`src/rtl/onp_sequencer.sv`:
```
// Token-driven sequencer for one RPN stack calculator: turns accepted tokens
// into step/push/d/op strobes, checks stack depth and reports one result per expression.
module onp_sequencer #(
  parameter int DW    = 16,
  parameter int CW    = 10,
  parameter int DEPTH = 1023
) (
  input  logic          clk,
  input  logic          nrst,
  input  logic          tok_valid,
  output logic          tok_ready,
  input  logic [1:0]    tok_kind,
  input  logic [DW-1:0] tok_data,
  input  logic [1:0]    tok_op,
  output logic          onp_nrst,
  output logic          onp_step,
  output logic          onp_push,
  output logic [DW-1:0] onp_d,
  output logic [1:0]    onp_op,
  input  logic [DW-1:0] onp_out,
  input  logic [CW-1:0] onp_cnt,
  output logic          busy,
  output logic          res_valid,
  output logic [DW-1:0] res_data,
  output logic          res_err,
  output logic [2:0]    err_code
);

  // state  | meaning
  // CLR    | calculator held in reset for one cycle, sticky error cleared
  // IDLE   | waiting for a token, depth checked against onp_cnt
  // SETUP  | push/d/op driven, step low
  // STROBE | step high, calculator registers update
  // HOLD   | step low again, push/d/op held
  // DRAIN  | error seen, discard tokens until end of expression
  // DONE   | one-cycle result pulse
  typedef enum logic [2:0] {
    S_CLR, S_IDLE, S_SETUP, S_STROBE, S_HOLD, S_DRAIN, S_DONE
  } state_t;

  localparam logic [1:0]    K_PUSH  = 2'd0;
  localparam logic [1:0]    K_OP    = 2'd1;
  localparam logic [1:0]    K_END   = 2'd2;
  localparam logic [2:0]    E_OK    = 3'd0;
  localparam logic [2:0]    E_UNDER = 3'd1;
  localparam logic [2:0]    E_OVER  = 3'd2;
  localparam logic [2:0]    E_ILL   = 3'd3;
  localparam logic [2:0]    E_DEPTH = 3'd4;
  localparam logic [CW-1:0] CNT_MAX = CW'(DEPTH);
  localparam logic [CW-1:0] CNT_ONE = CW'(1);
  localparam logic [CW-1:0] CNT_TWO = CW'(2);

  state_t        state_q, state_d;
  logic          onp_nrst_q, onp_nrst_d;
  logic          onp_step_q, onp_step_d;
  logic          onp_push_q, onp_push_d;
  logic [DW-1:0] onp_d_q, onp_d_d;
  logic [1:0]    onp_op_q, onp_op_d;
  logic          tok_ready_q, tok_ready_d;
  logic          busy_q, busy_d;
  logic          res_valid_q, res_valid_d;
  logic [DW-1:0] res_data_q, res_data_d;
  logic          res_err_q, res_err_d;
  logic [2:0]    err_code_q, err_code_d;
  logic [2:0]    sticky_q, sticky_d;

  logic          accept;
  logic [CW-1:0] need;

  assign accept = tok_valid && tok_ready_q;
  assign need   = tok_op[1] ? CNT_TWO : CNT_ONE;

  always_comb begin
    state_d    = state_q;
    onp_push_d = onp_push_q;
    onp_d_d    = onp_d_q;
    onp_op_d   = onp_op_q;
    res_data_d = res_data_q;
    res_err_d  = res_err_q;
    err_code_d = err_code_q;
    sticky_d   = sticky_q;

    case (state_q)
      S_CLR: begin
        sticky_d = E_OK;
        state_d  = S_IDLE;
      end
      S_IDLE: begin
        if (accept) begin
          case (tok_kind)
            K_PUSH: begin
              if (onp_cnt == CNT_MAX) begin
                sticky_d = E_OVER;
                state_d  = S_DRAIN;
              end else begin
                onp_d_d    = tok_data;
                onp_push_d = 1'b1;
                state_d    = S_SETUP;
              end
            end
            K_OP: begin
              if (onp_cnt < need) begin
                sticky_d = E_UNDER;
                state_d  = S_DRAIN;
              end else begin
                onp_op_d   = tok_op;
                onp_push_d = 1'b0;
                state_d    = S_SETUP;
              end
            end
            K_END: begin
              res_data_d = onp_out;
              res_err_d  = (onp_cnt != CNT_ONE);
              err_code_d = (onp_cnt != CNT_ONE) ? E_DEPTH : E_OK;
              state_d    = S_DONE;
            end
            default: begin
              sticky_d = E_ILL;
              state_d  = S_DRAIN;
            end
          endcase
        end
      end
      S_SETUP:  state_d = S_STROBE;
      S_STROBE: state_d = S_HOLD;
      S_HOLD:   state_d = S_IDLE;
      S_DRAIN: begin
        if (accept && tok_kind == K_END) begin
          res_err_d  = 1'b1;
          res_data_d = onp_out;
          err_code_d = sticky_q;
          state_d    = S_DONE;
        end
      end
      S_DONE:   state_d = S_CLR;
      default:  state_d = S_CLR;
    endcase

    // Every output is a registered decode of the state being entered.
    onp_nrst_d  = (state_d != S_CLR);
    onp_step_d  = (state_d == S_STROBE);
    tok_ready_d = (state_d == S_IDLE) || (state_d == S_DRAIN);
    busy_d      = (state_d != S_IDLE);
    res_valid_d = (state_d == S_DONE);
  end

  always_ff @(posedge clk or negedge nrst) begin
    if (!nrst) begin
      state_q     <= S_CLR;
      onp_nrst_q  <= 1'b0;
      onp_step_q  <= 1'b0;
      onp_push_q  <= 1'b0;
      onp_d_q     <= '0;
      onp_op_q    <= '0;
      tok_ready_q <= 1'b0;
      busy_q      <= 1'b1;
      res_valid_q <= 1'b0;
      res_data_q  <= '0;
      res_err_q   <= 1'b0;
      err_code_q  <= E_OK;
      sticky_q    <= E_OK;
    end else begin
      state_q     <= state_d;
      onp_nrst_q  <= onp_nrst_d;
      onp_step_q  <= onp_step_d;
      onp_push_q  <= onp_push_d;
      onp_d_q     <= onp_d_d;
      onp_op_q    <= onp_op_d;
      tok_ready_q <= tok_ready_d;
      busy_q      <= busy_d;
      res_valid_q <= res_valid_d;
      res_data_q  <= res_data_d;
      res_err_q   <= res_err_d;
      err_code_q  <= err_code_d;
      sticky_q    <= sticky_d;
    end
  end

  assign tok_ready = tok_ready_q;
  assign onp_nrst  = onp_nrst_q;
  assign onp_step  = onp_step_q;
  assign onp_push  = onp_push_q;
  assign onp_d     = onp_d_q;
  assign onp_op    = onp_op_q;
  assign busy      = busy_q;
  assign res_valid = res_valid_q;
  assign res_data  = res_data_q;
  assign res_err   = res_err_q;
  assign err_code  = err_code_q;

endmodule

```
`config.mk`:
```
export PLATFORM = sky130hd
export DESIGN_NAME = onp_sequencer
export DESIGN_NICKNAME = d
export VERILOG_FILES = /design/src/rtl/onp_sequencer.sv
export SDC_FILE = /design/constraint.sdc
export NUM_CORES = 1
export LEC_CHECK = 0
export ABC_AREA = 1
export BUFFER_PORTS_ARGS = -buffer_cell sky130_fd_sc_hd__buf_2
export CORE_MARGIN = 1
export CORE_UTILIZATION = 47
export CTS_CLUSTER_DIAMETER = 50
export DETAILED_ROUTE_END_ITERATION = 8
export HOLD_SLACK_MARGIN = 0.08
export PLACE_DENSITY_LB_ADDON = 0.08
export SETUP_SLACK_MARGIN = 0.02
export SLEW_MARGIN = 20
export SYNTH_ARGS = -nofsm -noshare
export SYNTH_HDL_FRONTEND = slang
export SYNTH_SLANG_ARGS = --single-unit
```
`constraint.sdc`:
```
create_clock -name clk -period 2.1 [get_ports clk]
set_input_delay 0.315 -clock clk [delete_from_list [all_inputs] [get_ports clk]]
set_output_delay 0.315 -clock clk [all_outputs]
set_load 0.01 [all_outputs]
```
* Word level (Yosys, flattened, before mapping) *
Index checks and enable logic that the tools add are counted.

cells by class
  multipliers = 0
  reductions and logical operators = 15
  order comparisons = 1
  eq/ne operators = 22
  muxes and demuxes = 28
  add/sub/neg operators = 0
  shifts and indexed selects = 0
  bitwise operators = 2
  divide/modulo/power cells = 0

operators by type and width
  operator                                             count
  2-to-1 mux 16 bit                                    3
  2-to-1 mux 3 bit                                     11
  one-hot mux 16 bit (2 select lines)                  1
  one-hot mux 3 bit (3 select lines)                   2
  one-hot mux 3 bit (5 select lines)                   1
  equality test 3 bit, second input constant           4
  != test 2 bit, second input constant                 6
  one-hot mux 3 bit (2 select lines)                   2
  AND reduction 4 bit                                  3
  equality test 10 bit, second input constant          1
  < comparator 10 x 2 -> 1 bit                         1
  != test 10 x 1 -> 1 bit, second input constant       1
  AND reduction 5 bit                                  2
  equality test 3 x 2 -> 1 bit, second input constant  3
  equality test 3 x 1 -> 1 bit, second input constant  2
  != test 3 bit, second input constant                 2
  nonzero test 2 bit                                   3
  2-to-1 mux 1 bit                                     5
  one-hot mux 1 bit (2 select lines)                   2
  zero test 3 bit                                      1
  != test 3 x 1 -> 1 bit, second input constant        1
  nonzero test 3 bit                                   1
  equality test 2 x 1 -> 1 bit, second input constant  1
  equality test 2 bit, second input constant           1
  6 further kinds                                      8

storage, ports and cells
  output and inout port bits = 44
  input bits = 49
  RAM bits = 0
  register bits after elaboration = 50
  bits in latches = 0
  memory bits (read-only) = 0
  logic and storage cells = 81
  memories = 0

* Logic depth before layout (Yosys ltp) *
Gate-level depths: netlist of the first run.

  depth in word-level cells = 8
  gate-level depth with buffers = 12

* Least setup slack after synthesis of the first run *
OpenSTA, ideal clock, no wires.

  kind = register to register
  from = register state_q[2]
  to = register onp_d_q[1], in the netlist onp_d[1]
  library setup time = 0.125 ns
  setup slack = 0.585 ns
  arrival = 1.390 ns
  path buffers = 2
  required time = 1.975 ns
  stages on the path, launching flop included = 8
  clock period less this slack = 1.515 ns
  cell sequence = dfrtp_1 > buf_6 > nor2_4 > nand2_2 > nor2_4 > nand3_4 > buf_6 > mux2_4

between the ends
  word-level cells in the longest chain between the ends = 2

RTL lines
  item                                  line  source
  start: declaration                    53    state_t state_q, state_d;
  start signal: assignment              163   state_q <= state_d;
  equality test 3 x 1 -> 1 bit          83    case (state_q)
  AND reduction 4 bit (no source line)  -
  end signal: assignment                167   onp_d_q <= onp_d_d;
  end: declaration                      57    logic [DW-1:0] onp_d_q, onp_d_d;

Every way passes these cells.
A chain may end at the register's enable or synchronous reset.

* Worst setup path in the final report of the first run *
  from = register state_q[2]
  to = register onp_d_q[6], in the netlist onp_d[6]

Same word-level chain as after synthesis.

==> results.sh, run 1 <==
export IMPL_outcome="complete, no violations"
export IMPL_rrSetupSlack_ns=0.47
export IMPL_synth_fa_ha_area_frac=0.00594
export IMPL_period_needed_ns=1.63
export IMPL_core_mm2=0.00414
export IMPL_grt_pass1_vias=1399
export IMPL_antenna_cells=0
export IMPL_min_path_type="primary input to flop"
export IMPL_maxCapViolations=0
export IMPL_post_route_util=0.657
export IMPL_final_setup_tns_ns=0
export IMPL_vias=1720
export IMPL_grt_overflow_total=0
export IMPL_yosys_area_share_simple=0.237
export IMPL_cts_root_buf="clkbuf_8"
export IMPL_yosysSeqAreaShare=0.583
export IMPL_first_pass_iters=4
export IMPL_max_slew_worst_pin_slew_ns=0.650
export IMPL_drt_wl_total_um=4060
export IMPL_vias_per_cell=4.67
export IMPL_numCtsBuffers=5
export IMPL_synth_area_mm2=0.00211
export IMPL_powerDensity_mw_per_mm2=1290
export IMPL_routedWlPerCell_um=11.0
export IMPL_hpwl_um=3140
export IMPL_grt_start_max_net_pins=32
export IMPL_synth_nets=269
export IMPL_synth_compound_area_share=0.0273
export IMPL_period_share=0.778
export IMPL_rsz0062_at_grt="no"
export IMPL_register_area_mm2=0.00123
export IMPL_initial_core_util=0.508
export IMPL_num_fill_cells=353
export IMPL_synth_seq_cells=49
export IMPL_max_slew_margin=0.567
export IMPL_clkTransAtPathRegs_ns=0.08
export IMPL_synth_top_family_by_area="simple AND/OR/NAND/NOR gates"
export IMPL_cp_arrival_ns=1.82
export IMPL_p_leak_nw=1.58
export IMPL_crit_required_ns=2.29
export IMPL_io_buffers=92
export IMPL_clockBufferDepth=2
export IMPL_die_w_um=68.9
export IMPL_area_growth_pct=29.3
export IMPL_num_io_pins=93
export IMPL_ant_nets=0
export IMPL_syn_instance_count=219
export IMPL_drv_slew=0
export IMPL_ys_types=19
export IMPL_ys_warn_count=0
export IMPL_critPathCaptureType="flop"
export IMPL_drcViolationCount=0
export IMPL_grt_antenna_before_repair=0
export IMPL_placed_area_mm2=0.00262
export IMPL_finalNetCount=367
export IMPL_fin_skew_ns=0.00512
export IMPL_cts_sinks=49
export IMPL_report_final_hold_viol_count=0
export IMPL_clock_latency_ns=0.29
export IMPL_r2r_start="state_q[2]"
export IMPL_place_congestion=0.838
export IMPL_holdWs_ns=0.207
export IMPL_multi_input_area_um2=779
export IMPL_hp_start="onp_out[13]"
export IMPL_setup_viol=0
export IMPL_synth_xor_area_share=0
export IMPL_die_y_um=68.9
export IMPL_num_rows=23
export IMPL_finalInstanceArea_mm2=0.00272
export IMPL_fin_ws_ns=0.467
export IMPL_grt_total_usage=0.178
export IMPL_crit_start="state_q[2]"
export IMPL_avgSynthCellArea_um2=9.62
export IMPL_place_ws_ns=0.454
export IMPL_grt_pass1_wl_um=6060
export IMPL_worst_setup_path_start_kind="flop"
export IMPL_die_area_mm2=0.00475
export IMPL_timing_fmax_mhz=612
export IMPL_h_tree_depth=2
export IMPL_critPathKind="flop to flop"
export IMPL_synthMuxAreaShare=0.0998
export IMPL_peakVddDrop_mv=0.653
export IMPL_drt_iter0_drc=63
export IMPL_drive_gt1_frac=0.393
export IMPL_cts_tree="yes"
export IMPL_post_cts_setup_buffers=0
export IMPL_cp_max_fo=18
==> per-layer routing <==
| metal | global-route usage | vias up | part of all wire |
|---|---|---|---|
| met5 | 0 | - | 0 |
| met4 | 0.0765 | 0 | 0.015 |
| met3 | 0.0559 | 6 | 0.078 |
| met2 | 0.291 | 67 | 0.46 |
| met1 | 0.214 | 764 | 0.44 |
| li1 | - | 883 | - |
==> timing repair <==
item | CTS | global route
gates resized for setup | 0 | 0
hold endpoints to repair | 28 | 0
hold buffers | 1 | 0
==> final cells by class <==
class / count / area share
sequential: 49 / 0.451
clock inverter: 2 / 0.00506
tap: 50 / 0.0230
clock buffer: 6 / 0.0303
multi-input combinational: 149 / 0.286
inverter: 15 / 0.0207
timing repair buffer: 97 / 0.184
==> stage by stage <==
stage / power (mW) / instances
after floorplan: 2.44 / 219
after global placement: 2.96 / 359
after CTS: 3.57 / 368
final: 3.51 / 368
after detailed placement: 2.99 / 359
after global routing: 3.82 / 368
==> final timing paths <==
path	to	cells past startpoint
min in group asynchronous	state_q[0]	2
hold reg to reg	err_code[1]	2
setup reg to reg	onp_d[6]	5
max in group asynchronous	onp_d[12]	3
setup / recovery	onp_d[6]	5
hold / removal	res_data[13]	3
==> cell usage in the layout, fill, tap and decap left out, types with 4 or more instances in the layout <==
master and count:
a21oi_1 5, clkbuf_8 6, buf_2 92, mux2_2 8
inv_1 15, nand3_1 8, nand2_1 86, mux2_4 8
dfrtp_1 48, buf_4 4, nor2_1 21, o21ai_0 5
==> synthesized netlist by cell type <==
master / count / share of area
nand4_1: 1 / 0.0030
o31ai_1: 1 / 0.0036
dfstp_2: 1 / 0.012
nand2_2: 1 / 0.0030
nand3_1: 8 / 0.019
nor3_1: 1 / 0.0024
nand3_4: 1 / 0.0083
buf_2: 4 / 0.0095
mux2_4: 8 / 0.057
nor2_1: 21 / 0.037
o21ai_0: 5 / 0.012
nand2_1: 86 / 0.15
buf_6: 2 / 0.011
a21oi_1: 5 / 0.012
dfrtp_1: 48 / 0.57
mux2_2: 8 / 0.043
nor2_4: 2 / 0.011
inv_1: 15 / 0.027
ha_1: 1 / 0.0059
==> power by group <==
part | internal (mW) | leakage (nW) | switching, mW | total (mW)
combinational | 0.643 | 0.924 | 0.702 | 1.34
sequential | 1.37 | 0.607 | 0.236 | 1.61
clock | 0.267 | 0.0512 | 0.292 | 0.559
total | 2.28 | 1.58 | 1.23 | 3.51
==> logic make-up (layout without fill, tap and decap cells) <==
group / after synthesis / after routing
fa+ha+maj: 1 / 1
simple gates: 121 / 121
buf+inv: 21 / 120
flops: 49 / 49
mux: 16 / 16
compound gates: 11 / 11
==> flip-flops by register name (all words and copies together), names as in the netlist, 2 cells and up <==
signal and cells:
onp_d 16, res_data 16, err_code 3, state_q 3
sticky_q 2, onp_op 2
==> worst max-delay path: stages (launching register included) <==
cell     delay (ns)
dfrtp_1        0.49
nor2_4         0.15
nand2_2        0.09
nor2_4         0.15
nand3_4        0.27
mux2_4         0.38
Note: power is estimated with default switching activity, not from simulation.
==> run 2, diff against run 1 <==
Settings changed: CORE_UTILIZATION 47 to 42.
Clock period 2.1 ns to 1.5 ns, I/O delays scaled along.
==> results.sh, run 2 (same netlist as run 1, synthesis figures left out) <==
export IMPL_outcome="complete, no violations"
export IMPL_peakVddDrop_mv=0.905
export IMPL_place_congestion=0.836
export IMPL_num_rows=25
export IMPL_core_mm2=0.00479
export IMPL_dp_cells=381
export IMPL_stdcell_count=392
export IMPL_initial_core_util=0.440
export IMPL_cp_arrival_ns=1.60
export IMPL_finalInstanceArea_mm2=0.00285
export IMPL_cts_tree="yes"
export IMPL_final_setup_tns_ns=0
export IMPL_clkTransAtPathRegs_ns=0.09
export IMPL_multi_input_area_um2=786
export IMPL_timing_fmax_mhz=709
export IMPL_max_slew_worst_pin_slew_ns=0.373
export IMPL_vias=1749
export IMPL_min_path_type="primary input to flop"
export IMPL_finalPower_mw=5.18
export IMPL_grt_pass1_wl_um=7040
export IMPL_drcViolationCount=0
export IMPL_crit_required_ns=1.69
export IMPL_reg2reg_depth=6
export IMPL_placed_area_mm2=0.00269
export IMPL_cts_root_buf="clkbuf_8"
export IMPL_area_growth_pct=35.2
export IMPL_critPathKind="flop to flop"
export IMPL_drt_iter0_drc=42
export IMPL_num_fill_cells=455
export IMPL_die_area_mm2=0.00530
export IMPL_finalNetCount=374
export IMPL_min_path_cells=3
export IMPL_num_io_pins=93
export IMPL_grt_antenna_before_repair=0
export IMPL_h_tree_depth=2
export IMPL_first_pass_iters=5
export IMPL_critPathCaptureType="flop"
export IMPL_vias_per_cell=4.46
export IMPL_powerDensity_mw_per_mm2=1820
export IMPL_drv_slew=0
export IMPL_period_needed_ns=1.41
export IMPL_grt_start_max_net_pins=35
export IMPL_period_share=0.940
export IMPL_r2r_end="onp_d[4]"
export IMPL_io_buffers=92
export IMPL_grt_total_usage=0.172
export IMPL_report_final_hold_viol_count=0
export IMPL_hp_start="onp_out[15]"
export IMPL_drive_gt1_frac=0.412
export IMPL_setup_viol=0
export IMPL_fin_skew_ns=0.00794
export IMPL_most_common_layout_cells="buf_2 (92), nand2_1 (85), dfrtp_1 (48), nor2_1 (21), inv_1 (15)"
export IMPL_p_leak_nw=1.64
export IMPL_rsz0062_at_grt="yes"
export IMPL_die_y_um=72.8
export IMPL_final_common_cell="buf_2"
export IMPL_grt_pass1_vias=1658
export IMPL_place_ws_ns=-0.0120
export IMPL_clock_latency_ns=0.30
export IMPL_register_area_mm2=0.00123
export IMPL_cp_max_fo=10
export IMPL_cts_sinks=49
export IMPL_numCtsBuffers=5
export IMPL_maxCapViolations=0
export IMPL_post_route_util=0.595
export IMPL_max_slew_margin=0.751
export IMPL_worst_setup_path_start_kind="flop"
export IMPL_hpwl_um=3190
export IMPL_routedWlPerCell_um=10.8
export IMPL_fin_ws_ns=0.0897
export IMPL_clockBufferDepth=2
export IMPL_ant_nets=0
export IMPL_holdWs_ns=0.118
export IMPL_die_w_um=72.8
export IMPL_antenna_cells=0
export IMPL_drt_wl_total_um=4240
export IMPL_r2r_start="state_q[1]"
export IMPL_grt_overflow_total=0
export IMPL_min_to="res_data[15]"
export IMPL_rrSetupSlack_ns=0.09
-- run 2: worst max-delay path by stage --
| stage | start | to | depth (start not counted) |
|---|---|---|---|
| after global routing | state_q[1] | onp_d[4] | 6 |
| after detailed placement | state_q[1] | onp_d[2] | 5 |
| after global placement | state_q[1] | onp_d[1] | 5 |
| after CTS | state_q[1] | onp_d[15] | 6 |
| after floorplan | state_q[2] | onp_d[1] | 7 |
| final | state_q[1] | onp_d[4] | 6 |
-- run 2: area by class of cell --
cell class	instances	area share
Multi-Input combinational cell	149	0.276
Tap cell	67	0.0294
Inverter	15	0.0198
Clock buffer	5	0.0242
Sequential cell	49	0.431
Clock inverter	3	0.0154
Timing Repair Buffer	104	0.204
-- run 2: power breakdown --
group	internal (mW)	switching (mW)
Combinational	0.979	1.03
Clock	0.500	0.439
Sequential	1.92	0.318
Total	3.40	1.78
-- run 2: worst max-delay path: stages, from the launching register on --
cell and delay (ns):
dfrtp_1 0.42, nor2_4 0.12, nand2_2 0.08, nor2_4 0.12, nand3_4 0.10, buf_12 0.17, mux2_4 0.29
-- run 2: routing by layer --
layer | wire, um | part of all wire | vias up | track usage
met3 | 181 | 0.043 | 5 | 0.0359
li1 | - | - | 893 | -
met2 | 2080 | 0.49 | 53 | 0.303
met4 | 34 | 0.0080 | 0 | 0.0588
met5 | 0 | 0 | - | 0
met1 | 1950 | 0.46 | 798 | 0.210
-- run 2: repair_timing --
item	CTS	global route
hold buffers	1	0
hold endpoints to repair	15	0
pin swaps	0	0
setup endpoints to repair	16	13
buffers inserted	2	0
resized for setup	0	4
==> run 3, diff against run 2 <==
Settings changed: BUFFER_PORTS_ARGS -buffer_cell sky130_fd_sc_hd__buf_2 to -buffer_cell sky130_fd_sc_hd__clkbuf_2.
==> results.sh, run 3 (same netlist as run 1, synthesis figures left out) <==
export IMPL_outcome="complete, no violations"
export IMPL_grt_start_max_net_pins=20
export IMPL_power_frac_seq=0.451
export IMPL_fin_skew_ns=0.00501
export IMPL_max_slew_margin=0.720
export IMPL_grt_antenna_before_repair=0
export IMPL_first_pass_iters=4
export IMPL_io_buffers=92
export IMPL_p_leak_nw=1.63
export IMPL_slowest_delay_ns=0.42
export IMPL_holdWs_ns=0.121
export IMPL_drcViolationCount=0
export IMPL_numCtsBuffers=5
export IMPL_crit_required_ns=1.69
export IMPL_switching_share=0.351
export IMPL_cp_common_cell="nor2_4"
export IMPL_vias_per_cell=4.44
export IMPL_report_final_hold_viol_count=0
export IMPL_combPwrFrac=0.392
export IMPL_cp_max_fo=18
export IMPL_die_w_um=72.8
export IMPL_grt_total_usage=0.168
export IMPL_clkTransAtPathRegs_ns=0.09
export IMPL_die_y_um=72.8
export IMPL_finalNetCount=374
export IMPL_register_area_mm2=0.00123
export IMPL_finalPower_mw=5.00
export IMPL_dp_cells=382
export IMPL_min_path_type="primary input to flop"
export IMPL_period_needed_ns=1.43
export IMPL_initial_core_util=0.440
export IMPL_critPathCaptureType="flop"
export IMPL_drt_wl_total_um=4100
export IMPL_pwr_share_clk=0.158
export IMPL_h_tree_depth=2
export IMPL_num_rows=25
export IMPL_max_slew_worst_pin_slew_ns=0.419
export IMPL_setup_viol=0
export IMPL_final_common_cell="clkbuf_2"
export IMPL_die_area_mm2=0.00530
export IMPL_drv_slew=0
export IMPL_worst_setup_path_start_kind="flop"
export IMPL_cts_root_buf="clkbuf_8"
export IMPL_antenna_cells=0
export IMPL_grt_overflow_total=0
export IMPL_critPathKind="flop to flop"
export IMPL_cts_tree="yes"
export IMPL_drive_gt1_frac=0.412
export IMPL_area_growth_pct=33.7
export IMPL_maxCapViolations=0
export IMPL_clockBufferDepth=2
export IMPL_routedWlPerCell_um=10.5
export IMPL_grt_pass1_vias=1525
export IMPL_num_fill_cells=455
export IMPL_peakVddDrop_mv=0.921
export IMPL_path_cells="nor2_4, nand2_2, nor2_4, nand3_4, buf_12, mux2_4"
export IMPL_grt_pass1_wl_um=6720
export IMPL_cts_sinks=49
export IMPL_timing_fmax_mhz=698
export IMPL_hpwl_um=3180
export IMPL_most_common_layout_cells="clkbuf_2 (92), nand2_1 (85), dfrtp_1 (48), nor2_1 (21), inv_1 (15)"
export IMPL_cell_internal_pwr_mw=3.25
export IMPL_vias=1740
export IMPL_place_congestion=0.816
export IMPL_ant_nets=0
export IMPL_cp_arrival_ns=1.62
export IMPL_clock_latency_ns=0.29
export IMPL_num_io_pins=93
export IMPL_drt_iter0_drc=42
export IMPL_period_share=0.955
export IMPL_rsz0062_at_grt="yes"
export IMPL_slowest_stage="dfrtp_1"
export IMPL_netSwitchingPower_mw=1.76
export IMPL_powerDensity_mw_per_mm2=1780
export IMPL_core_mm2=0.00479
export IMPL_multi_input_area_um2=786
export IMPL_stdcell_count=392
==> run 3: what timing repair did <==
action,in CTS,in global routing
resized for setup,0,3
pin swaps,0,0
endpoints found under the hold margin,14,0
hold buffers,1,0
buffers inserted,1,0
endpoints found under the setup margin,16,9
==> run 3: worst paths after layout <==
check                        startpoint      endpoint  slack, ns  cells after the start
min                          onp_out[2]   res_data[2]       0.12                      3
max in group asynchronous          nrst      onp_d[1]       0.59                      3
max                          state_q[1]      onp_d[3]       0.07                      6
min in group asynchronous          nrst   res_data[4]       0.39                      2
max reg2reg                  state_q[1]      onp_d[3]       0.07                      6
min reg2reg                res_data[13]  res_data[13]       0.48                      2
==> run 3: critical path: cells and delay by family (launching register included) <==
family                 cells  cell delay [ns]
AND/OR/NAND/NOR            4             0.44
buffers and inverters      1             0.17
multiplexers               1             0.29
flip-flops                 1             0.42
==> run 3: through the flow <==
stage | setup TNS [ns] | util | setup WS, ns | cell area [um^2]
3_5_place_dp | -0.295 | 0.561 | -0.0324 | 2680
2_1_floorplan | -0.119 | - | -0.0149 | 2110
5_1_grt | 0 | 0.588 | 0.00500 | 2820
6_report | 0 | 0.588 | 0.0676 | 2820
4_1_cts | 0 | 0.587 | 0.0660 | 2810
3_3_place_gp | -0.0450 | 0.561 | -0.00650 | 2680
==> run 3: power by group through the flow <==
stage / registers [mW] / logic, mW / clock network (mW)
final: 2.25 / 1.96 / 0.789
after global routing: 2.33 / 2.20 / 0.877
after CTS: 2.26 / 1.99 / 0.824
after detailed placement: 2.27 / 1.98 / 0
after global placement: 2.27 / 1.94 / 0
after floorplan: 2.51 / 0.908 / 0
==> run 3: layer usage <==
layer | GRT usage | vias to the layer above | share of wire
met2 | 0.281 | 59 | 0.47
met4 | 0.0588 | 0 | 0.013
met5 | 0 | - | 0
met1 | 0.210 | 784 | 0.46
met3 | 0.0456 | 5 | 0.059
li1 | - | 892 | -
==> run 3: final cells by class <==
cell class                      instances  share of cell area
Inverter                               15              0.0200
Clock inverter                          2             0.00489
Multi-Input combinational cell        149               0.279
Clock buffer                            6              0.0293
Sequential cell                        49               0.436
Tap cell                               67              0.0298
Timing Repair Buffer                  104               0.201
